<file path="config.mk">
export PLATFORM = sky130hd
export DESIGN_NAME = m68k_bus_arbiter
export DESIGN_NICKNAME = d
export VERILOG_FILES = /design/src/rtl/pistorm_pkg.sv /design/src/rtl/c7m_edge_sync.sv /design/src/rtl/m68k_bus_arbiter.sv
export SDC_FILE = /design/constraint.sdc
export NUM_CORES = 1
export LEC_CHECK = 0
export CAP_MARGIN = 20
export CORE_MARGIN = 2
export CORE_UTILIZATION = 55
export CTS_BUF_LIST = sky130_fd_sc_hd__clkbuf_4 sky130_fd_sc_hd__clkbuf_8
export DETAILED_ROUTE_END_ITERATION = 6
export PLACE_DENSITY = 0.79
export SLEW_MARGIN = 0
export SYNTH_ARGS = -nofsm -noshare
export SYNTH_HDL_FRONTEND = slang
export SYNTH_SLANG_ARGS = --single-unit
</file>
<file path="constraint.sdc">
create_clock -name PI_CLK -period 1.8 [get_ports PI_CLK]
set_clock_uncertainty 0.05 [all_clocks]
set_input_delay 0.36 -clock PI_CLK [delete_from_list [all_inputs] [get_ports PI_CLK]]
set_output_delay 0.36 -clock PI_CLK [all_outputs]
set_load 0.02 [all_outputs]
</file>
<file path="src/rtl/pistorm_pkg.sv">
// Shared PiStorm CPLD definitions: arbiter state codes, register map
// addresses and STATUS bit positions used by the Pi status path.
package pistorm_pkg;

  localparam logic [2:0] ARB_IDLE    = 3'd0;
  localparam logic [2:0] ARB_DRAIN   = 3'd1;
  localparam logic [2:0] ARB_GRANT   = 3'd2;
  localparam logic [2:0] ARB_OWNED   = 3'd3;
  localparam logic [2:0] ARB_RECOVER = 3'd4;

  localparam logic [2:0] REG_DATA    = 3'd0;
  localparam logic [2:0] REG_ADDR_LO = 3'd1;
  localparam logic [2:0] REG_ADDR_HI = 3'd2;
  localparam logic [2:0] REG_STATUS  = 3'd3;

  localparam int STATUS_EXT_OWNS_BIT = 14;
  localparam int STATUS_STALL_BIT    = 13;

  // Every state except IDLE keeps the cycle engine from launching a new cycle.
  function automatic logic arbHolds(input logic [2:0] state);
    return (state != ARB_IDLE);
  endfunction

endpackage

</file>
<file path="src/rtl/c7m_edge_sync.sv">
// Three-flop synchronizer for the 7 MHz M68K_CLK, producing one-PI_CLK
// rise/fall pulses. Shared by the arbiter, cycle engine and IPL sampler.
module c7m_edge_sync (
  input  logic i_clk,
  input  logic i_rst,
  input  logic i_m68kClk,
  output logic o_c7mRise,
  output logic o_c7mFall
);

  logic [2:0] r_sync;

  always_ff @(posedge i_clk) begin
    if (i_rst) begin
      r_sync <= 3'b000;
    end else begin
      r_sync <= {r_sync[1:0], i_m68kClk};
    end
  end

  assign o_c7mFall = r_sync[2] & ~r_sync[1];
  assign o_c7mRise = ~r_sync[2] & r_sync[1];

endmodule

</file>
<file path="src/rtl/m68k_bus_arbiter.sv">
// CPU side of the 68000 BR/BG/BGACK handshake: lets Amiga DMA masters take
// the bus from the Pi-driven cycle engine, and reports ownership/statistics.
module m68k_bus_arbiter
  import pistorm_pkg::*;
#(
  parameter int BR_FILTER   = 2,
  parameter int STALL_LIMIT = 1024
) (
  input  logic        PI_CLK,
  input  logic        RST,
  input  logic        M68K_CLK,
  input  logic        M68K_BR_n,
  input  logic        M68K_BGACK_n,
  input  logic        M68K_AS_n,
  input  logic        ENG_IDLE,
  input  logic        ARB_ENABLE,
  input  logic        STALL_CLR,
  output logic        M68K_BG_n,
  output logic        ENG_HOLD,
  output logic        EXT_OWNS_BUS,
  output logic [15:0] GRANT_COUNT,
  output logic        STALL_FLAG
);

  localparam int BRW = $clog2(BR_FILTER + 2);
  localparam int SCW = $clog2(STALL_LIMIT + 2);
  localparam logic [BRW-1:0] BR_SAT    = BRW'(BR_FILTER);
  localparam logic [SCW-1:0] STALL_SAT = SCW'(STALL_LIMIT);
  localparam logic [SCW-1:0] STALL_PRE = SCW'(STALL_LIMIT - 1);

  logic [1:0]     r_brSync;
  logic [1:0]     r_bgackSync;
  logic [2:0]     r_state;
  logic [2:0]     w_stateNext;
  logic [BRW-1:0] r_brCnt;
  logic [BRW-1:0] w_brCntNext;
  logic [SCW-1:0] r_stallCnt;
  logic [15:0]    r_grantCount;
  logic           r_stallFlag;
  logic           r_bgN;
  logic           r_hold;
  logic           r_extOwns;
  logic           w_c7mFall;
  logic           w_unusedC7mRise;
  logic           w_brN;
  logic           w_bgackN;
  logic           w_brValid;
  logic           w_stallSet;
  logic           w_tenureDone;

  c7m_edge_sync u_c7mSync (
    .i_clk     (PI_CLK),
    .i_rst     (RST),
    .i_m68kClk (M68K_CLK),
    .o_c7mRise (w_unusedC7mRise),
    .o_c7mFall (w_c7mFall)
  );

  always_ff @(posedge PI_CLK) begin
    if (RST) begin
      r_brSync    <= 2'b11;
      r_bgackSync <= 2'b11;
    end else begin
      r_brSync    <= {r_brSync[0], M68K_BR_n};
      r_bgackSync <= {r_bgackSync[0], M68K_BGACK_n};
    end
  end

  assign w_brN    = r_brSync[1];
  assign w_bgackN = r_bgackSync[1];

  // Validity looks at the post-increment count so the request qualifies on
  // the BR_FILTER-th falling edge itself rather than one edge later.
  always_comb begin
    w_brCntNext = r_brCnt;
    if (w_brN) begin
      w_brCntNext = '0;
    end else if (r_brCnt != BR_SAT) begin
      w_brCntNext = r_brCnt + 1'b1;
    end
  end

  assign w_brValid = (w_brCntNext >= BR_SAT);

  always_comb begin
    w_stateNext = r_state;
    if (w_c7mFall) begin
      case (r_state)
        ARB_IDLE:    if (ARB_ENABLE && w_brValid) w_stateNext = ARB_DRAIN;
        ARB_DRAIN: begin
          if (w_brN) w_stateNext = ARB_IDLE;
          else if (ENG_IDLE && M68K_AS_n) w_stateNext = ARB_GRANT;
        end
        ARB_GRANT: begin
          if (!w_bgackN && M68K_AS_n) w_stateNext = ARB_OWNED;
          else if (w_brN && w_bgackN) w_stateNext = ARB_IDLE;
        end
        ARB_OWNED:   if (w_bgackN) w_stateNext = ARB_RECOVER;
        ARB_RECOVER: w_stateNext = w_brValid ? ARB_DRAIN : ARB_IDLE;
        default:     w_stateNext = ARB_IDLE;
      endcase
    end
  end

  assign w_tenureDone = (r_state == ARB_OWNED) && (w_stateNext == ARB_RECOVER);

  always_ff @(posedge PI_CLK) begin
    if (RST) begin
      r_state      <= ARB_IDLE;
      r_brCnt      <= '0;
      r_bgN        <= 1'b1;
      r_hold       <= 1'b0;
      r_extOwns    <= 1'b0;
      r_grantCount <= 16'd0;
    end else begin
      if (w_c7mFall) r_brCnt <= w_brCntNext;
      r_state   <= w_stateNext;
      r_bgN     <= (w_stateNext != ARB_GRANT);
      r_hold    <= arbHolds(w_stateNext);
      r_extOwns <= (w_stateNext == ARB_OWNED);
      if (w_tenureDone) r_grantCount <= r_grantCount + 16'd1;
    end
  end

  // A set on the same PI_CLK as a STALL_CLR pulse must not be lost.
  assign w_stallSet = r_hold && w_c7mFall && (r_stallCnt == STALL_PRE);

  always_ff @(posedge PI_CLK) begin
    if (RST) begin
      r_stallCnt  <= '0;
      r_stallFlag <= 1'b0;
    end else begin
      if (!r_hold) begin
        r_stallCnt <= '0;
      end else if (w_c7mFall && (r_stallCnt != STALL_SAT)) begin
        r_stallCnt <= r_stallCnt + 1'b1;
      end
      if (w_stallSet) begin
        r_stallFlag <= 1'b1;
      end else if (STALL_CLR) begin
        r_stallFlag <= 1'b0;
      end
    end
  end

  assign M68K_BG_n    = r_bgN;
  assign ENG_HOLD     = r_hold;
  assign EXT_OWNS_BUS = r_extOwns;
  assign GRANT_COUNT  = r_grantCount;
  assign STALL_FLAG   = r_stallFlag;

endmodule

</file>
==> impl_metrics.toml, run 1 <==
[run_status]
status = "finished clean"

[clocking]
cts_root_buffer = "clkbuf_4"
cts_made_buffers = 5
cts_tree = "built"
cts_sinks = 43
clockBufferDepth = 2
clock_latency_ps = 350
path_clk_slew_ps = 130
cts_hold_buf = 0
cts_max_level = 2

[setup_path]
reg2reg_slack_ps = 60
slowest_stage = "dfxtp_1"
worst-path-buf-inv = 1
critPathMaxStageDelay_ps = 510
worst-setup-path-type = "register to register"
critPathTopFamily = "simple AND/OR/NAND/NOR gates"
worstPathRequired_ps = 2000
start_kind = "register"
crit_chain = "nand3b_4 -> nor4_1 -> buf_4 -> nand3_1 -> xor2_1 -> nor2_1"
cp_max_fo = 8
cp.arrival_ps = 1940
critPathCaptureType = "register"

[routing]
antenna_left = 0
wire_per_inst_um = 13.48
dr.pass1.iters = 4
avgViaCountPerCell = 5.263
drcViolationCount = 0
drtIter0Drc = 133
routed_wl_um = 3843
num_vias = 1500

[logic_synthesis]
synth-edff-count = 0
syn_nets = 212
seq_area_frac_synth = 0.4693
ys_ff_latch = 43
synth_cells = 199
synthFlopType = "dfxtp_1"
avgSynthCellArea_um2 = 9.217
synthDistinctLibCells = 35
ys_warn_count = 0
synthArstFlopShare = 0
synth_area_um2 = 1834

[floorplan]
fp-row-count = 20
die_y_um = 61.75
io_pins = 29
core-area_um2 = 3103
die-area_um2 = 3813
start_util = 0.5911
die_x_um = 61.75

[pwr]
p_sw_mw = 0.3392
p_int_mw = 1.323
power_density_nw_per_um2 = 707.4
vdd_drop_max_mv = 0.5231
p_seq_frac = 0.581
p_sw_frac = 0.2041
p_leak_nw = 1.030
p_comb_frac = 0.038
clock_power_share = 0.381

[final_layout]
area_growth_pct = 28.10
fillers = 258
final_common_cell = "dfxtp_1"
layout_common_cells = "42 x dfxtp_1, 30 x nor2_1, 18 x nand2_1, 18 x xor2_1, 13 x clkdlybuf4s50_1"
drive_above_1_share = 0.1411
nets = 253
diodes = 0
final_cells = 285
multi_input_area_um2 = 960.9
ff_latch_area_um2 = 862.1

[sta]
setup_viol = 0
max_freq_ghz = 0.5761
rsz0062_at_grt = "no"
layout_setup_ws_ps = 64.15
finalCriticalPeriod_ps = 1736
finalCritPeriodShare = 0.9644
tightest_slew_ps = 540.1
max_slew_margin = 0.6366
drv_slew = 0
hold_violations = 0

[placed_design]
gp_congestion = 0.7848
port_buffers = 28
place_inst = 277
pre_cts_slack_ps = -33.93
hpwl_um = 2770

[grt]
antenna_found_initial = 0
globalRouteOverflowTotal = 0
grt_max_degree = 14
grt_pass1_wl_um = 6299
grt.total_usage = 0.2237
first_global_vias = 1468

[hold_path]
min_path_type = "register to register"

[job]
max_cap_violations = 0
-- cells in the mapped netlist (5+ instances only) --
cell type / instances / area [um^2]
inv_1: 5 / 18.77
xnor2_1: 6 / 52.55
nor2b_1: 6 / 37.54
nand3_1: 9 / 45.04
or2_2: 5 / 31.28
dfxtp_1: 43 / 860.8
nand4_1: 5 / 31.28
nand2_1: 18 / 67.56
nor2_1: 30 / 112.6
clkbuf_1: 5 / 18.77
xor2_1: 18 / 157.7
a21oi_1: 6 / 30.03
-- per-stage QoR --
stage	hold WS (ps)	utilization	total power, mW	TNS (ps)	instance area [um^2]
2_1_floorplan	339.5	-	1.012	0	1834
3_3_place_gp	349.0	0.7198	1.046	0	2233
3_5_place_dp	347.2	0.7198	1.048	-66.60	2233
4_1_cts	370.5	0.7440	1.669	0	2308
5_1_grt	389.0	0.7573	1.723	0	2350
6_report	365.2	0.7573	1.662	0	2350
-- final cells by class --
| class | instances | area share |
|---|---|---|
| timing repair buffer | 39 | 0.1560 |
| clock buffer | 6 | 0.02183 |
| inverter | 5 | 0.007987 |
| clock inverter | 2 | 0.01491 |
| tap | 44 | 0.02343 |
| sequential | 43 | 0.3669 |
| multi-input combinational | 146 | 0.4089 |
-- flip-flops by register name (all words and copies together) (netlist names) --
name,cells
r_brSync,2
r_stallCnt,11
EXT_OWNS_BUS,1
u_c7mSync.r_sync,3
r_brCnt,2
M68K_BG_n,1
ENG_HOLD,1
r_bgackSync,2
r_state,3
GRANT_COUNT,16
STALL_FLAG,1
-- worst paths after layout --
path,depth (start not counted),to,from
max,6,GRANT_COUNT[12]$_SDFFE_PP0P_,r_state[0]$_SDFF_PP0_
min,1,r_bgackSync[1]$_SDFF_PP1_,r_bgackSync[0]$_SDFF_PP1_
max reg2reg,6,GRANT_COUNT[12]$_SDFFE_PP0P_,r_state[0]$_SDFF_PP0_
min reg2reg,1,r_bgackSync[1]$_SDFF_PP1_,r_bgackSync[0]$_SDFF_PP1_
-- worst register-to-register path: cells and delay by family, from the launching register on --
family,cells,cell delay [ps]
xor gates and xnor gates,1,160
buffers and inverters,1,200
DFF,1,510
and+or+nand+nor,4,720
-- cell families (layout without fill, tap and decap cells) --
logic type               count (synthesis)  after routing  synth area share
adder cells (fa/ha/maj)                  4              4           0.02729
buffers and inverters                   10             52           0.02047
flip-flops                              43             43            0.4693
AO/OA/AOI/OAI                           19             19           0.07163
AND/OR/NAND/NOR                         99             99            0.2967
XOR/XNOR                                24             24            0.1146
-- timing repair --
item	in CTS	in global routing
setup buffers	0	0
gates resized for setup	9	10
pin swaps	0	0
setup endpoints to repair	9	8
-- per-layer routing --
layer	GRT usage	vias up	wire, um	part of all wire
met4	0.09422	0	69	0.018
met3	0.04348	7	158	0.041
met5	0	-	0	0
met2	0.3865	35	1895	0.49
li1	-	760	-	-
met1	0.2718	698	1719	0.45
-- power groups by stage --
stage	sequential (mW)	clock, mW	combinational, mW
2_1_floorplan	0.986	0	0.0261
3_3_place_gp	0.987	0	0.0595
3_5_place_dp	0.987	0	0.0613
4_1_cts	0.966	0.641	0.0616
5_1_grt	0.967	0.686	0.0686
6_report	0.966	0.633	0.0631
Power figures use the tool's default switching activity.
==> inputs of run 2 (changes only) <==
Settings changed: PLACE_DENSITY 0.79 to 0.78, SYNTH_HIERARCHICAL set to 1.
==> run 2 against run 1 <==
  * Cell count rose by 2.5%
  * Wire length shrank 1.2%
  * Worst setup slack improved by 6.7 ps
  * Critical endpoint is now GRANT_COUNT[1]
  * Fmax grew 0.38%
  * Non-clock buffer count increased by 1
  * Hold slack improved by 9.7 ps
  * Sequential power fell by 0.4%
  * Count of clock-buffer cells in the layout stayed put
==> impl_metrics.toml, run 2 <==
[final_layout]
fillers = 290
diodes = 0
final_cells = 292
area_growth_pct = 24.34
drive_above_1_share = 0.1260
final_common_cell = "dfxtp_1"
layout_common_cells = "40 x dfxtp_1, 25 x nor2_1, 16 x a21oi_1"
largest_reg_flops = 16
nets = 260

[grt]
use_met1 = 0.2551
grt_pass1_wl_um = 6030
first_global_vias = 1424
grt.total_usage = 0.2134
use_met2 = 0.3676
antenna_found_initial = 0
grt_util_met3 = 0.04555
top_usage_layer = "met2"
globalRouteOverflowTotal = 0
grt_max_degree = 21

[routing]
wire_per_inst_um = 13.00
drcViolationCount = 0
avgViaCountPerCell = 5.555
routed_wl_um = 3797
antenna_left = 0
dr.pass1.iters = 4
num_vias = 1622
drtIter0Drc = 76

[sta]
rsz0062_at_grt = "no"
tightest_slew_ps = 403.6
max_slew_margin = 0.7274
hold_violations = 0
finalSetupTns_ps = 0
drv_slew = 0
finalCriticalPeriod_ps = 1729
setup_viol = 0
finalCritPeriodShare = 0.9607
max_freq_ghz = 0.5783
hold_ws_ps = 374.9

[floorplan]
die-area_um2 = 3855
io_pins = 29
core-area_um2 = 3284
start_util = 0.5650
fp-row-count = 21
die_y_um = 62.09
die_x_um = 62.09

[setup_path]
reg2reg_slack_ps = 110
start_kind = "register"
critPathTopFamily = "buffers and inverters"
worst-setup-path-type = "register to output pin"
r2r_start = "GRANT_COUNT[1]$_SDFFE_PP0P_"
worstPathRequired_ps = 1390
cp.arrival_ps = 1320
crit_chain = "clkdlybuf4s50_1"
r2r_end = "GRANT_COUNT[14]$_SDFFE_PP0P_"
slowest_stage = "clkdlybuf4s50_1"
critPathMaxStageDelay_ps = 610
cp_max_fo = 5
critPathCaptureType = "output pin"
worst_r2r_path_depth = 5
worst-path-buf-inv = 1

[logic_synthesis]
avgSynthCellArea_um2 = 8.921
ys_warn_count = 6
synth_cells = 208
synth_area_um2 = 1856
syn_nets = 221

[clocking]
cts_tree = "built"
cts_sinks = 43
cts_made_buffers = 5
path_clk_slew_ps = 110
cts_hold_buf = 0
clockBufferDepth = 2
cts_max_level = 2
cts_root_buffer = "clkbuf_4"
clock_latency_ps = 340

[pwr]
p_comb_frac = 0.037
p_seq_frac = 0.664
vdd_drop_max_mv = 0.4709
p_sw_mw = 0.3076
p_sw_frac = 0.2124
p_leak_nw = 0.9270
clock_power_share = 0.299
p_int_mw = 1.141
power_density_nw_per_um2 = 627.8

[hold_path]
hold-path-endpoint = "r_brSync[1]$_SDFF_PP1_"
hold_path.startpoint = "r_brSync[0]$_SDFF_PP1_"
hold_depth = 1
min_path_type = "register to register"

[placed_design]
gp_congestion = 0.8239
hpwl_um = 2781
port_buffers = 28
place_inst = 285

[job]
max_cap_violations = 0

[run_status]
status = "finished clean"
## run 2: per-layer routing
metal | wire length [um] | part of all wire | vias to the layer above
li1 | - | - | 808
met1 | 1696 | 0.45 | 770
met2 | 1918 | 0.51 | 35
met3 | 121 | 0.032 | 9
met4 | 61 | 0.016 | 0
met5 | 0 | 0 | -
## run 2: how the worst max path moves through the flow
| stage | from | endpoint | depth (start not counted) |
|---|---|---|---|
| after detailed placement | GRANT_COUNT[1]$_SDFFE_PP0P_ | GRANT_COUNT[14]$_SDFFE_PP0P_ | 5 |
| after global routing | r_state[1]$_SDFF_PP0_ | GRANT_COUNT[15]$_SDFFE_PP0P_ | 4 |
| after global placement | u_c7mSync/r_sync[2]$_SDFF_PP0_ | GRANT_COUNT[15]$_SDFFE_PP0P_ | 5 |
| final | GRANT_COUNT[1]$_SDFFE_PP0P_ | GRANT_COUNT[1] | 1 |
| after CTS | GRANT_COUNT[12]$_SDFFE_PP0P_ | GRANT_COUNT[12] | 1 |
| after floorplan | GRANT_COUNT[0]$_SDFFE_PP0P_ | GRANT_COUNT[14]$_SDFFE_PP0P_ | 6 |
## run 2: timing repair
item,CTS,global route
setup endpoints to repair,9,10
buffers inserted,0,1
resized for setup,9,11
## run 2: cell type report
cell class	instances	area [um^2]	area share
Multi-Input combinational cell	150	939.7	0.4073
Clock buffer	6	45.04	0.01952
Inverter	7	26.28	0.01139
Sequential cell	43	867.1	0.3758
Tap cell	46	57.56	0.02495
Timing Repair Buffer	40	371.6	0.1611
## run 2: power groups by stage
stage               Sequential [mW]  Combinational [mW]  Clock [mW]
finish                        0.962              0.0531       0.433
global route                  0.964              0.0581       0.483
CTS                           0.963              0.0531       0.449
detailed placement            0.985              0.0531           0
global placement              0.985              0.0510           0
floorplan                     0.984              0.0246           0
## run 2: per-stage QoR
| stage | util | setup WS [ps] | instance area [um^2] | power, mW |
|---|---|---|---|---|
| after floorplan | - | 2.454 | 1858 | 1.009 |
| after CTS | 0.6914 | 1.811 | 2271 | 1.466 |
| after global routing | 0.7025 | 17.05 | 2307 | 1.505 |
| after detailed placement | 0.6811 | 99.48 | 2237 | 1.038 |
| after global placement | 0.6811 | 149.6 | 2237 | 1.036 |
| final | 0.7025 | 70.80 | 2307 | 1.448 |
==> inputs of run 3 (changes only) <==
Settings changed: CTS_CLUSTER_DIAMETER set to 60.
==> results of run 3 <==
No change in the layout: final DEF, timing and power equal those of run 2.
